### config.mk
export PLATFORM = sky130hd
export DESIGN_NAME = cmult_sched
export DESIGN_NICKNAME = d
export VERILOG_FILES = /design/src/rtl/cmult_sched.sv
export SDC_FILE = /design/constraint.sdc
export NUM_CORES = 1
export LEC_CHECK = 0
export BUFFER_PORTS_ARGS = -buffer_cell sky130_fd_sc_hd__buf_2
export CAP_MARGIN = 20
export CORE_MARGIN = 1.5
export CORE_UTILIZATION = 25
export CTS_BUF_LIST = sky130_fd_sc_hd__clkbuf_2 sky130_fd_sc_hd__clkbuf_4 sky130_fd_sc_hd__clkbuf_8
export DETAILED_ROUTE_END_ITERATION = 10
export PLACE_DENSITY = 0.49
export SLEW_MARGIN = 20
export SYNTH_ARGS = -nofsm -noshare
export SYNTH_HDL_FRONTEND = slang
export SYNTH_SLANG_ARGS = --single-unit
### constraint.sdc
create_clock -name clk -period 5.6 [get_ports clk]
set_input_delay 1.4 -clock clk [delete_from_list [all_inputs] [get_ports clk]]
set_output_delay 1.4 -clock clk [all_outputs]
set_load 0.03 [all_outputs]
### src/rtl/cmult_sched.sv
// cmult_sched: round-robin scheduler in front of one shared pipelined complex
// multiplier. It grants at most one requester per cycle, tags every issued
// operation with its requester id through a LAT-deep pipeline, and queues
// results in a credit-protected first-word-fall-through FIFO.
module cmult_sched #(
    parameter  int Q     = 8,
    parameter  int N     = 16,
    parameter  int NREQ  = 4,
    parameter  int LAT   = 6,
    parameter  int DEPTH = 8,
    localparam int IDW   = (NREQ > 1) ? $clog2(NREQ) : 1
) (
    input  logic              clk,
    input  logic              rst,
    input  logic [NREQ-1:0]   req_valid,
    output logic [NREQ-1:0]   req_ready,
    input  logic [NREQ*N-1:0] req_ar,
    input  logic [NREQ*N-1:0] req_ai,
    input  logic [NREQ*N-1:0] req_br,
    input  logic [NREQ*N-1:0] req_bi,
    output logic [N-1:0]      mult_ar,
    output logic [N-1:0]      mult_ai,
    output logic [N-1:0]      mult_br,
    output logic [N-1:0]      mult_bi,
    input  logic [N-1:0]      mult_pr,
    input  logic [N-1:0]      mult_pi,
    output logic              res_valid,
    input  logic              res_ready,
    output logic [IDW-1:0]    res_id,
    output logic [N-1:0]      res_pr,
    output logic [N-1:0]      res_pi,
    output logic              busy
);

    localparam int CW = $clog2(DEPTH + 1);   // counts 0..DEPTH
    localparam int PW = $clog2(DEPTH);       // FIFO pointer
    localparam int EW = IDW + 2 * N;         // FIFO entry {id, pr, pi}

    // Q only describes the operand format seen by the external multiplier;
    // it is checked here so a bad configuration fails at elaboration.
    if (Q < 0 || Q >= N) begin : g_bad_q
        $error("cmult_sched: Q must lie in [0, N-1]");
    end
    if (NREQ < 2 || NREQ > 8) begin : g_bad_nreq
        $error("cmult_sched: NREQ must lie in [2, 8]");
    end
    if (LAT < 2 || DEPTH < LAT) begin : g_bad_depth
        $error("cmult_sched: need LAT >= 2 and DEPTH >= LAT");
    end

    logic [IDW-1:0]           last_q, last_d;
    logic [LAT-1:0]           tag_vld_q, tag_vld_d;
    logic [LAT-1:0][IDW-1:0]  tag_id_q, tag_id_d;
    logic [CW-1:0]            inflight_q, inflight_d;
    logic [CW-1:0]            fifo_count_q, fifo_count_d;
    logic [PW-1:0]            wr_ptr_q, wr_ptr_d;
    logic [PW-1:0]            rd_ptr_q, rd_ptr_d;
    logic [EW-1:0]            fifo_mem_q [DEPTH];

    logic                     found;
    logic                     grant;
    logic [IDW-1:0]           winner;
    logic                     issue_ok;
    logic [CW:0]              credits_used;
    logic                     push;
    logic                     pop;

    // Credits cover everything issued but not yet popped; a pop frees its
    // credit only once the registered count has dropped.
    always_comb begin
        credits_used = {1'b0, inflight_q} + {1'b0, fifo_count_q};
        issue_ok     = credits_used < (CW + 1)'(DEPTH);
    end

    // Round-robin search starting just after the last winner; operands of the
    // winner are steered to the multiplier, zeros otherwise.
    always_comb begin
        // NOTE: every output of a combinational block gets a default first so
        // no path leaves it unassigned, which would infer a latch.
        found     = 1'b0;
        winner    = last_q;
        req_ready = '0;
        mult_ar   = '0;
        mult_ai   = '0;
        mult_br   = '0;
        mult_bi   = '0;
        for (int off = 1; off <= NREQ; off++) begin
            if (!found && req_valid[(int'(last_q) + off) % NREQ]) begin
                found  = 1'b1;
                winner = IDW'((int'(last_q) + off) % NREQ);
            end
        end
        grant = found && issue_ok && !rst;
        if (grant) begin
            req_ready[winner] = 1'b1;
            mult_ar = req_ar[winner*N +: N];
            mult_ai = req_ai[winner*N +: N];
            mult_br = req_br[winner*N +: N];
            mult_bi = req_bi[winner*N +: N];
        end
    end

    // Next-state for the pointer, tag pipeline, credit counters and FIFO pointers.
    always_comb begin
        push      = tag_vld_q[LAT-1];
        pop       = res_valid && res_ready;
        last_d    = grant ? winner : last_q;
        tag_vld_d = {tag_vld_q[LAT-2:0], grant};
        tag_id_d  = {tag_id_q[LAT-2:0], winner};

        inflight_d = inflight_q;
        case ({grant, push})
            2'b10:   inflight_d = inflight_q + 1'b1;
            2'b01:   inflight_d = inflight_q - 1'b1;
            default: inflight_d = inflight_q;
        endcase

        fifo_count_d = fifo_count_q;
        case ({push, pop})
            2'b10:   fifo_count_d = fifo_count_q + 1'b1;
            2'b01:   fifo_count_d = fifo_count_q - 1'b1;
            default: fifo_count_d = fifo_count_q;
        endcase

        wr_ptr_d = wr_ptr_q;
        if (push) begin
            wr_ptr_d = (wr_ptr_q == PW'(DEPTH - 1)) ? '0 : wr_ptr_q + 1'b1;
        end
        rd_ptr_d = rd_ptr_q;
        if (pop) begin
            rd_ptr_d = (rd_ptr_q == PW'(DEPTH - 1)) ? '0 : rd_ptr_q + 1'b1;
        end
    end

    // Control state; reset discards all tags so late multiplier outputs are ignored.
    always_ff @(posedge clk) begin
        // NOTE: sequential state uses non-blocking assignments so every flop
        // samples its pre-edge value regardless of statement order.
        if (rst) begin
            last_q       <= IDW'(NREQ - 1);
            tag_vld_q    <= '0;
            tag_id_q     <= '0;
            inflight_q   <= '0;
            fifo_count_q <= '0;
            wr_ptr_q     <= '0;
            rd_ptr_q     <= '0;
        end else begin
            last_q       <= last_d;
            tag_vld_q    <= tag_vld_d;
            tag_id_q     <= tag_id_d;
            inflight_q   <= inflight_d;
            fifo_count_q <= fifo_count_d;
            wr_ptr_q     <= wr_ptr_d;
            rd_ptr_q     <= rd_ptr_d;
        end
    end

    // Result storage written when the oldest tag stage is valid.
    always_ff @(posedge clk) begin
        // NOTE: the storage array has no reset; entries are only observable
        // behind fifo_count, so stale contents can never escape.
        if (!rst && push) begin
            fifo_mem_q[wr_ptr_q] <= {tag_id_q[LAT-1], mult_pr, mult_pi};
        end
    end

    // Head of the FIFO falls through; outputs are forced to zero when empty.
    always_comb begin
        res_valid = fifo_count_q != '0;
        busy      = (inflight_q != '0) || res_valid;
        {res_id, res_pr, res_pi} = res_valid ? fifo_mem_q[rd_ptr_q] : '0;
    end

    // Credits bound occupancy, so a push into a full FIFO is a design error.
    a_no_overflow: assert property (@(posedge clk) disable iff (rst)
        !(push && fifo_count_q == CW'(DEPTH)));

endmodule
[After elaboration in Yosys (flattened, before gate mapping)]
Memories as Yosys holds them, arrays and structs flattened. A register that Yosys moved wholly into a read port is not among the register bits.
Cells that the tools add are included.
Operators by class
  add/subtract/negate cells: 11
  multiply operators: 0
  divide/modulo/power cells: 0
  order comparisons: 7
  equality and inequality tests: 6
  shift operators: 4
  multiplexer cells: 36
  bitwise gates (word level): 4
  reductions and logical operators: 21
Operators by type and width (number)
  $shiftx A64 B7 Y16: 4
  $mux W16: 4
  $mux W34: 1
  $lt A3 B4 Y1 const B: 4
  $pmux W4 S2: 2
  $mux W1: 15
  $mux W3: 4
  $add A4 B1 Y4 const B: 2
  $bmux W1 S2: 4
  $logic_and A1 B1 Y1: 8
  $mux W2: 4
  $reduce_bool A4 Y1: 2
  $reduce_or A2 Y1: 4
  $sub A4 B1 Y4 const B: 2
  $add A3 B1 Y3 const B: 2
  $eq A3 B3 Y1 const B: 2
  $add A4 B4 Y5: 1
  $lt A5 B4 Y1 const B: 1
  $add A2 B1 Y2 const B: 2
  $add A2 B2 Y2 const B: 2
  $and A1 B1 Y1 const A: 4
  $eq A2 B1 Y1 const B: 2
  $eq A2 B2 Y1 const B: 2
  $logic_not A1 Y1: 4
  6 further kinds: 7
Word-level totals
  flip-flop bits (word level): 34
  latch bits: 0
  memory bits (writable): 272
  ROM bits: 0
  input port bits: 295
  output and inout bits: 104
  memories kept: 1
Memories
  fifo_mem_q: depth 8, width 34, read ports 1, clocked after memory_dff 1, write ports 1, line 58  | logic [EW-1:0] fifo_mem_q [DEPTH];

[Longest topological paths before layout]
  depth after elaboration: 21
  gate-level depth with buffers: 12
  mapped depth without buffers: 11

[Worst setup path before layout]
No wires, ideal clock.
  kind: input to register
  start point: input port rst
  end point: memory fifo_mem_q[0][0] (netlist name) (enable)
  setup time: 0.510 ns
  arrival time: 5.155 ns
  data required time: 5.090 ns
  slack: -0.065 ns
  cell stages on the path: 3
  path buffers: 2
  cell sequence: clkbuf_1 buf_1 nor4_1
Between the ends
  word-level cells in the longest chain between the ends: 4
RTL lines
  from (decl): line 14  | input logic rst,
  $logic_not A1 Y1: line 162  | if (!rst && push) begin
  $logic_and A1 B1 Y1: line 162
  $mux W1: line 162
  $mux W1 (implied by the code): line 163  | fifo_mem_q[wr_ptr_q] <= {tag_id_q[LAT-1], mult_pr, mult_pi};
  to (decl): line 58
No other way between the ends.

[Worst setup path in the final report]
  start point: input port rst
  end point: output port mult_br[6]
Between the ends
  word-level cells in the longest chain between the ends: 3
RTL lines
  $logic_not A1 Y1: line 93  | grant = found && issue_ok && !rst;
  $logic_and A1 B1 Y1: line 93
  $mux W16: line 94  | if (grant) begin
  to (decl): line 23  | output logic [N-1:0] mult_br,
No other way between the ends.

==> impl_metrics.yaml <==
outcome:
  status: "finished clean"
synth:
  synth_edf_count: 272
  ys.warnings.count: 0
  synth_flop_cell: "edfxtp_1"
  yosysSeqAreaShare: 0.636
  syn_avg_cell_area_um2: 15.5
  async_flop_share: 0
  synth_seq_cells: 309
  synth_cells: 903
  synth_area_um2: 14000
  yosysUniqueCellTypes: 47
  syn-num-nets: 1212
route:
  post_drt_via_cell_ratio: 4.65
  route.detailed.drc: 0
  drtIter0Drc: 407
  antenna_left: 0
  dr_total_vias: 9793
  firstDrtPassIters: 5
  wl_um: 47400
  wl_per_cell_um: 22.5
clock_network:
  htree_num_levels: 2
  postCtsSetupRepairBufs: 0
  clk_latency_ps: 570
  clk_path_buf_depth: 3
  clk_pin_slew_ps: 60
  clock_sinks: 309
  cts_root_buf: "clkbuf_8"
  cts-hold-fix-buffers: 0
  cts_tree: "built"
  cts_resized: 0
  numCtsBuffers: 52
timing:
  setup_viol: 0
  whs_ps: 426
  hold_violations: 0
  min_period_ps: 4960
  tightestPinTransition_ps: 1110
  relSlewSlack: 0.263
  rsz0062_at_grt: "false"
  final_max_slew_viol_count: 0
  finalSetupTns_ps: 0
  clock_skew_ps: 14.7
  fin_crit_sh: 0.886
  fin_ws_ps: 636
  max_freq_ghz: 0.201
grt:
  grt_util_met3: 0.0340
  gr-usage-met1: 0.170
  grt_busiest_layer: "met2"
  grt_overflow: 0
  grtUsageMet2: 0.287
  grt_pass1_vias: 10239
  grt_max_degree: 69
  grt_usage: 0.161
  grt_antenna_before_repair: 26
  grt_pass1_wl_um: 67100
floorplanning:
  die_h_um: 240
  design.die.area_um2: 57400
  die-width_um: 240
  core_region_area_um2: 55200
  ios: 399
  rows: 86
  initial_core_util: 0.254
critical_path:
  path_cells: "buf_2, or4_1, a221o_2, inv_6, nand2_2, o22ai_1, buf_2"
  setup.worst_path.end_class: "primary output"
  path_class: "in2out"
  arrival_ps: 3560
  critPathLaunchType: "primary input"
  max_stage_delay_ps: 470
  crit_top_cell: "buf_2"
  crit_buf_inv: 3
  cp.required_ps: 4200
  cp_slowest_cell: "or4_1"
  crit_family: "simple AND/OR/NAND/NOR gates"
  cp_max_fo: 36
layout:
  drive_gt1_frac: 0.442
  nets: 1614
  stdcell_count: 2106
  area.growth.synth_to_final_pct: 28.2
  final_util: 0.325
place:
  pre_cts_ws_ps: 660
  dp.final_hpwl_um: 33000
  gp_congestion: 0.957
  port-buffer-count: 398
  dp.cells: 1999
pwr:
  powerDensity_nw_per_um2: 318
  leakage_nw: 6.81
  vdd_drop_max_mv: 0.150
job:
  drv_cap: 0
worst_hold_path:
  hold_path_class: "reg2reg"
==> cell type report <==
class	count	area, µm²
Sequential cell	309	8920
Clock inverter	20	168
Antenna cell	14	35.0
Fill cell	5575	37200
Inverter	8	35.0
Clock buffer	73	873
Multi-Input combinational cell	513	4770
Tap cell	748	936
Timing Repair Buffer	421	2230
==> per-stage QoR <==
stage,power (W),instance area (µm²)
global placement,0.00376,16900
CTS,0.00580,17900
global route,0.00596,18000
floorplan,0.00333,14000
detailed placement,0.00376,16900
finish,0.00571,18000
==> final timing paths <==
| path | from | end | slack, ps | depth (start not counted) |
|---|---|---|---|---|
| max | rst | mult_br[6] | 640 | 7 |
| min | tag_vld_q[3] | tag_vld_q[4] | 430 | 1 |
| max reg2reg | fifo_count_q[0] | fifo_count_q[3] | 2420 | 12 |
| min reg2reg | tag_vld_q[3] | tag_vld_q[4] | 430 | 1 |
==> cells in the mapped netlist (5+ instances only) <==
cell,number,share of area
edfxtp_1,272,0.58
mux2i_1,104,0.074
mux4_2,68,0.11
nor2_1,60,0.016
dfxtp_1,37,0.053
nand2_1,36,0.0096
clkbuf_1,35,0.0094
o22ai_1,33,0.015
nand3_1,32,0.011
a211oi_1,31,0.017
a311oi_1,31,0.019
and3_1,31,0.014
buf_2,22,0.0079
nor2b_1,16,0.0071
ha_1,13,0.012
a21oi_1,10,0.0036
buf_4,6,0.0032
inv_1,6,0.0016
buf_1,5,0.0013
buf_6,5,0.0040
nand2b_1,5,0.0022
nor3_1,5,0.0018
o21ai_0,5,0.0018
xor2_1,5,0.0031
==> layer usage <==
layer  up-vias  share of wire
met1      4863           0.36
met3       108          0.055
met5         -        0.00019
li1       4440              -
met2       380           0.52
met4         2          0.066
==> layout by cell type, fill, tap and decap left out, types with 10 or more instances in the layout <==
cell type,synthesis,final
nor2b_1,16,16
nand2_1,36,36
a311oi_1,31,31
ha_1,13,13
a211oi_1,31,31
diode_2,0,14
clkbuf_8,0,52
o22ai_1,33,33
dfxtp_1,37,34
nand3_1,32,32
buf_4,6,19
mux2i_1,104,104
and3_1,31,31
clkinv_1,0,11
nor2_1,60,58
edfxtp_1,272,272
a21oi_1,10,10
mux4_2,68,68
clkbuf_4,0,21
buf_2,22,397
==> kinds of logic after synthesis <==
| family | count (synthesis) | synth area share |
|---|---|---|
| DFF | 309 | 0.636 |
| buffers and inverters | 81 | 0.0283 |
| AOI/OAI and AO/OA | 121 | 0.0641 |
| adders and majority gates | 14 | 0.0130 |
| muxes | 172 | 0.184 |
| and+or+nand+nor | 199 | 0.0703 |
| xor gates and xnor gates | 7 | 0.00438 |
==> worst reg2reg max path: stages (launching register included) <==
cell	delay [ps]
dfxtp_1	380
nor4_4	330
buf_4	510
inv_2	110
nand2_1	280
inv_1	130
ha_1	240
ha_1	290
a21o_1	170
a21oi_1	160
xnor2_1	90
or3_1	300
a21oi_1	130
==> power by group <==
group | switching, W | internal, W
logic | 0.000759 | 0.000411
registers | 0.0000173 | 0.00251
clock network | 0.000865 | 0.00114
==> sequential cells by signal, summed over array words and instances (netlist names), 3 cells and up, named ones only <==
signal and flops:
wr_ptr_q 3, tag_id_d 10, fifo_mem_q 272, tag_vld_q 6, fifo_count_q 4, inflight_q 4
rd_ptr_q 3
Note: power is estimated with default switching activity, not from simulation.
